[config.mk]
export PLATFORM = sky130hd
export DESIGN_NAME = keypad_scanner
export DESIGN_NICKNAME = d
export VERILOG_FILES = /design/src/rtl/keypad_scanner.sv
export SDC_FILE = /design/constraint.sdc
export NUM_CORES = 1
export LEC_CHECK = 0
export ABC_AREA = 1
export CORE_MARGIN = 10
export CORE_UTILIZATION = 60
export CTS_CLUSTER_DIAMETER = 50
export DETAILED_ROUTE_END_ITERATION = 12
export PLACE_DENSITY = 0.85
export SKIP_CTS_REPAIR_TIMING = 1
export SYNTH_ARGS = -nofsm -noshare
export SYNTH_HDL_FRONTEND = slang
export SYNTH_SLANG_ARGS = --single-unit
[constraint.sdc]
create_clock -name clk -period 3.6 [get_ports clk]
set_input_delay 0.72 -clock clk [delete_from_list [all_inputs] [get_ports clk]]
set_output_delay 0.72 -clock clk [all_outputs]
set_load 0.05 [all_outputs]
[src/rtl/keypad_scanner.sv]
`default_nettype none
// ============================================================================
// Module      : keypad_scanner
// Description : 4x4 matrix keypad scanner. Drives one column low at a time,
//               synchronizes the active-low rows and debounces both the press
//               and the release of the tracked key. Each accepted press
//               updates the hex digit s and raises a one-cycle en strobe.
// Revision    : 1.0 - initial release
// ============================================================================
module keypad_scanner #(
    parameter int SCAN_DIV        = 4096,
    parameter int DEBOUNCE_CYCLES = 50000
) (
    input  logic       clk,
    input  logic       reset,
    input  logic [3:0] rows,
    output logic [3:0] cols,
    output logic [3:0] s,
    output logic       en
);

    localparam int c_SCAN_W = $clog2(SCAN_DIV);
    localparam int c_DEB_W  = $clog2(DEBOUNCE_CYCLES);

    localparam logic [c_SCAN_W-1:0] c_SCAN_LAST = c_SCAN_W'(SCAN_DIV - 1);
    localparam logic [c_SCAN_W-1:0] c_SCAN_ONE  = c_SCAN_W'(1);
    localparam logic [c_DEB_W-1:0]  c_DEB_LAST  = c_DEB_W'(DEBOUNCE_CYCLES - 1);
    localparam logic [c_DEB_W-1:0]  c_DEB_ONE   = c_DEB_W'(1);

    localparam logic [1:0] c_SCAN     = 2'd0;
    localparam logic [1:0] c_DEBOUNCE = 2'd1;
    localparam logic [1:0] c_HELD     = 2'd2;
    localparam logic [1:0] c_RELEASE  = 2'd3;

    logic [3:0]          r_sync1;
    logic [3:0]          r_sync2;
    logic [1:0]          r_state;
    logic [c_SCAN_W-1:0] r_scan_cnt;
    logic [c_DEB_W-1:0]  r_deb_cnt;
    logic [1:0]          r_col;
    logic [1:0]          r_row;
    logic [3:0]          r_s;
    logic                r_en;

    logic [1:0]          w_low_row;
    logic [3:0]          w_digit;
    logic                w_key_high;

    // Two-flop synchronizer for the asynchronous row inputs (idle = all high).
    always_ff @(posedge clk) begin
        if (reset) begin
            r_sync1 <= 4'b1111;
            r_sync2 <= 4'b1111;
        end else begin
            r_sync1 <= rows;
            r_sync2 <= r_sync1;
        end
    end

    // Lowest-index active row wins when several rows are low together.
    always_comb begin
        w_low_row = 2'd0;
        if (!r_sync2[0]) begin
            w_low_row = 2'd0;
        end else if (!r_sync2[1]) begin
            w_low_row = 2'd1;
        end else if (!r_sync2[2]) begin
            w_low_row = 2'd2;
        end else begin
            w_low_row = 2'd3;
        end
    end

    // Key map lookup for the latched row and the held column.
    always_comb begin
        w_digit = 4'h0;
        case ({r_row, r_col})
            4'b0000: w_digit = 4'h1;
            4'b0001: w_digit = 4'h2;
            4'b0010: w_digit = 4'h3;
            4'b0011: w_digit = 4'hA;
            4'b0100: w_digit = 4'h4;
            4'b0101: w_digit = 4'h5;
            4'b0110: w_digit = 4'h6;
            4'b0111: w_digit = 4'hB;
            4'b1000: w_digit = 4'h7;
            4'b1001: w_digit = 4'h8;
            4'b1010: w_digit = 4'h9;
            4'b1011: w_digit = 4'hC;
            4'b1100: w_digit = 4'hE;
            4'b1101: w_digit = 4'h0;
            4'b1110: w_digit = 4'hF;
            default: w_digit = 4'hD;
        endcase
    end

    // Only the latched row of the tracked key matters once a key is detected.
    assign w_key_high = r_sync2[r_row];

    // Exactly one column driven low, selected by the current column index.
    always_comb begin
        cols        = 4'b1111;
        cols[r_col] = 1'b0;
    end

    // Scan / debounce / hold / release sequencing of the tracked key.
    always_ff @(posedge clk) begin
        if (reset) begin
            r_state    <= c_SCAN;
            r_scan_cnt <= '0;
            r_deb_cnt  <= '0;
            r_col      <= 2'd0;
            r_row      <= 2'd0;
            r_s        <= 4'h0;
            r_en       <= 1'b0;
        end else begin
            r_en <= 1'b0;
            case (r_state)
                c_SCAN: begin
                    // Rows are only trusted at the end of the column slot,
                    // after the drive change has propagated through the sync.
                    if (r_scan_cnt == c_SCAN_LAST) begin
                        r_scan_cnt <= '0;
                        if (r_sync2 != 4'b1111) begin
                            r_row     <= w_low_row;
                            r_deb_cnt <= '0;
                            r_state   <= c_DEBOUNCE;
                        end else begin
                            r_col <= r_col + 2'd1;
                        end
                    end else begin
                        r_scan_cnt <= r_scan_cnt + c_SCAN_ONE;
                    end
                end
                c_DEBOUNCE: begin
                    if (!w_key_high) begin
                        if (r_deb_cnt == c_DEB_LAST) begin
                            r_state <= c_HELD;
                            r_s     <= w_digit;
                            r_en    <= 1'b1;
                        end else begin
                            r_deb_cnt <= r_deb_cnt + c_DEB_ONE;
                        end
                    end else begin
                        // Bounce: retry on the same column from a fresh slot.
                        r_state    <= c_SCAN;
                        r_scan_cnt <= '0;
                    end
                end
                c_HELD: begin
                    if (w_key_high) begin
                        r_state   <= c_RELEASE;
                        r_deb_cnt <= '0;
                    end
                end
                c_RELEASE: begin
                    if (w_key_high) begin
                        if (r_deb_cnt == c_DEB_LAST) begin
                            r_state    <= c_SCAN;
                            r_scan_cnt <= '0;
                            r_col      <= r_col + 2'd1;
                        end else begin
                            r_deb_cnt <= r_deb_cnt + c_DEB_ONE;
                        end
                    end else begin
                        // Release bounce: key is still down, no new strobe.
                        r_state <= c_HELD;
                    end
                end
                default: begin
                    r_state <= c_SCAN;
                end
            endcase
        end
    end

    assign s  = r_s;
    assign en = r_en;

endmodule
`default_nettype wire

==> results.json <==
{
  "status": "complete, no violations",
  "synthCells": 413,
  "skew_ps": 5.74,
  "syn_area_per_cell_um2": 6.75,
  "grt.total_usage": 0.166,
  "antenna_cells": 0,
  "ir_drop_uv": 291,
  "setup_viol": 0,
  "grt_setup_unrepaired": "false",
  "ant_nets": 0,
  "place.gp.congestion": 0.953,
  "start_kind": "register",
  "worstPathRequired_ps": 2880,
  "rows": 24,
  "cts-root-buf": "clkbuf_8",
  "synth.area.top_cells": "dfxtp_1 34%, nand2_1 14%, nor2_1 8.2%, a21oi_1 5.7%, o21ai_0 4.5%",
  "worst_slew_pin_slew_ps": 674,
  "antenna_found_initial": 0,
  "hold_path.class": "reg2reg",
  "grt_remaining_overflow": 0,
  "worstSkewPairLatency_ps": 310,
  "drt_pass1_iterations": 6,
  "hold_violations": 0,
  "via_per_inst": 5.57,
  "relSlewSlack": 0.550,
  "numClockSinks": 47,
  "met1_usage": 0.196,
  "path_max_fanout": 6,
  "nNetsFinal": 437,
  "wire_per_inst_um": 13.0,
  "setup_ws_ps": 913,
  "cts.path.max_buffers": 2,
  "syn-cell-area_um2": 2790,
  "num_io_pins": 15,
  "max_cap_viol_count": 0,
  "num_vias": 2650,
  "die_w_um": 88.2,
  "yosysSeqAreaShare": 0.338,
  "fp.dieH_um": 88.2,
  "synth-seq-cells": 47,
  "clk_pin_slew_ps": 90,
  "cts_buffers": 5,
  "p_leak_nw": 1.11,
  "cts.htree.levels": 2,
  "area_delta_synth_final_pct": 8.93,
  "final_cell_mix": "103 x nand2_1, 61 x nor2_1, 47 x dfxtp_1",
  "port_buffers": 14,
  "synth_nets": 427,
  "finalSetupTns_ps": 0,
  "gr-usage-met3": 0.0325,
  "top_usage_layer": "met2",
  "layout_commonest_cell": "nand2_1",
  "period_needed_ps": 2690,
  "met2_usage": 0.292,
  "crit_path_end_kind": "output pin",
  "critPathKind": "reg2out",
  "die-area_um2": 7770,
  "dp.final_hpwl_um": 4380,
  "maxSlewViolCount": 0,
  "drt-initial-drc-count": 278,
  "fillers": 387,
  "yosysTopAreaCell": "dfxtp_1",
  "yosysWarnings": 0,
  "drc": 0,
  "coreArea_um2": 4410,
  "totalWireLength_um": 6180,
  "drive_gt1_frac": 0.0896,
  "yosysTopAreaCellShare": 0.338,
  "cts_tree": "done",
  "clock.fmax_mhz": 372,
  "place_ws_ps": 1240,
  "initial_utilization": 0.632,
  "period_share": 0.746,
  "synth_cell_type_count": 38,
  "grt_pass1_wl_um": 10700,
  "critPathArrivalTime_ps": 1970,
  "grt_max_degree": 22,
  "grt_pass1_vias": 2414,
  "power_density_nw_per_um2": 304
}
-- state kept, by name, indices dropped and copies added (netlist names), named ones only --
register / count
r_col: 2
r_scan_cnt: 12
en: 1
r_sync2: 4
r_deb_cnt: 16
r_state: 1
r_sync1: 4
r_row: 2
s: 4
-- layer usage --
metal | up-vias | wire length, µm
met1 | 1201 | 2780
met5 | - | 0
met3 | 17 | 319
met4 | 0 | 96
li1 | 1361 | -
met2 | 71 | 2980
-- cell type report --
cell class,count,area (µm²),area share
Clock inverter,1,7.51,0.00247
Multi-Input combinational cell,316,1630,0.538
Tap cell,52,65.1,0.0214
Timing Repair Buffer,16,155,0.0511
Inverter,37,139,0.0457
Clock buffer,7,96.3,0.0317
Sequential cell,47,941,0.310
-- Yosys cell counts --
master	count
o21ai_0	25
nor2_4	2
nor2_8	1
nor3_1	8
buf_8	1
clkinv_1	1
inv_1	33
a21oi_1	32
nor3b_1	2
xnor2_1	3
or2_2	8
buf_2	2
dfxtp_1	47
ha_1	8
and2_1	1
a21oi_2	1
nand2_2	3
nor2_2	2
o21bai_1	2
nand3_1	22
nand2_1	103
o211ai_1	2
a21boi_4	1
xor2_1	6
a31o_2	1
mux2i_1	1
buf_4	3
o21ai_1	5
nand3_4	4
inv_2	3
nor4_1	1
nand2_4	1
nand3_2	1
nor2_1	61
clkbuf_1	6
clkbuf_2	1
a22oi_1	2
nand4_1	7
-- path summary, 6_finish.rpt --
kind              slack [ps]                     from  depth (start not counted)                        end
setup / recovery         910    r_col[0]$_SDFFE_PP0P_                          4                    cols[0]
hold reg to reg          420    r_sync1[0]$_SDFF_PP1_                          1      r_sync2[0]$_SDFF_PP1_
setup reg to reg        1560  r_state[0]$_SDFFE_PP0P_                          7  r_deb_cnt[1]$_SDFFE_PP0P_
hold / removal           420    r_sync1[0]$_SDFF_PP1_                          1      r_sync2[0]$_SDFF_PP1_
-- per-stage QoR --
stage          std cells   util  instance area (µm²)  total power, mW  hold WS, ps
2_1_floorplan        413      -                 2790            0.565          389
3_3_place_gp         468  0.664                 2930            0.575          391
3_5_place_dp         468  0.664                 2930            0.576          399
4_1_cts              476  0.688                 3040            0.925          419
5_1_grt              476  0.688                 3040            0.948          427
6_report             476  0.688                 3040            0.923          416
-- power breakdown --
group / internal [mW] / total, mW / switching, mW
registers: 0.527 / 0.531 / 0.00468
clock network: 0.175 / 0.359 / 0.184
logic: 0.0144 / 0.0331 / 0.0187
-- logic make-up (layout without fill, tap and decap cells) --
logic type,after synthesis,count (layout),share of synthesized area
and+or+nand+nor,227,227,0.377
AOI/OAI and AO/OA,71,71,0.140
buffers and inverters,50,61,0.0767
DFF,47,47,0.338
xor gates and xnor gates,9,9,0.0283
adders and majority gates,8,8,0.0359
muxes,1,1,0.00359
-- worst max-delay path: stages, from the launching register on --
cell,delay (ps)
dfxtp_1,410
inv_1,150
ha_1,250
inv_1,60
clkdlybuf4s50_1,790
(Power assumes the default switching activity.)
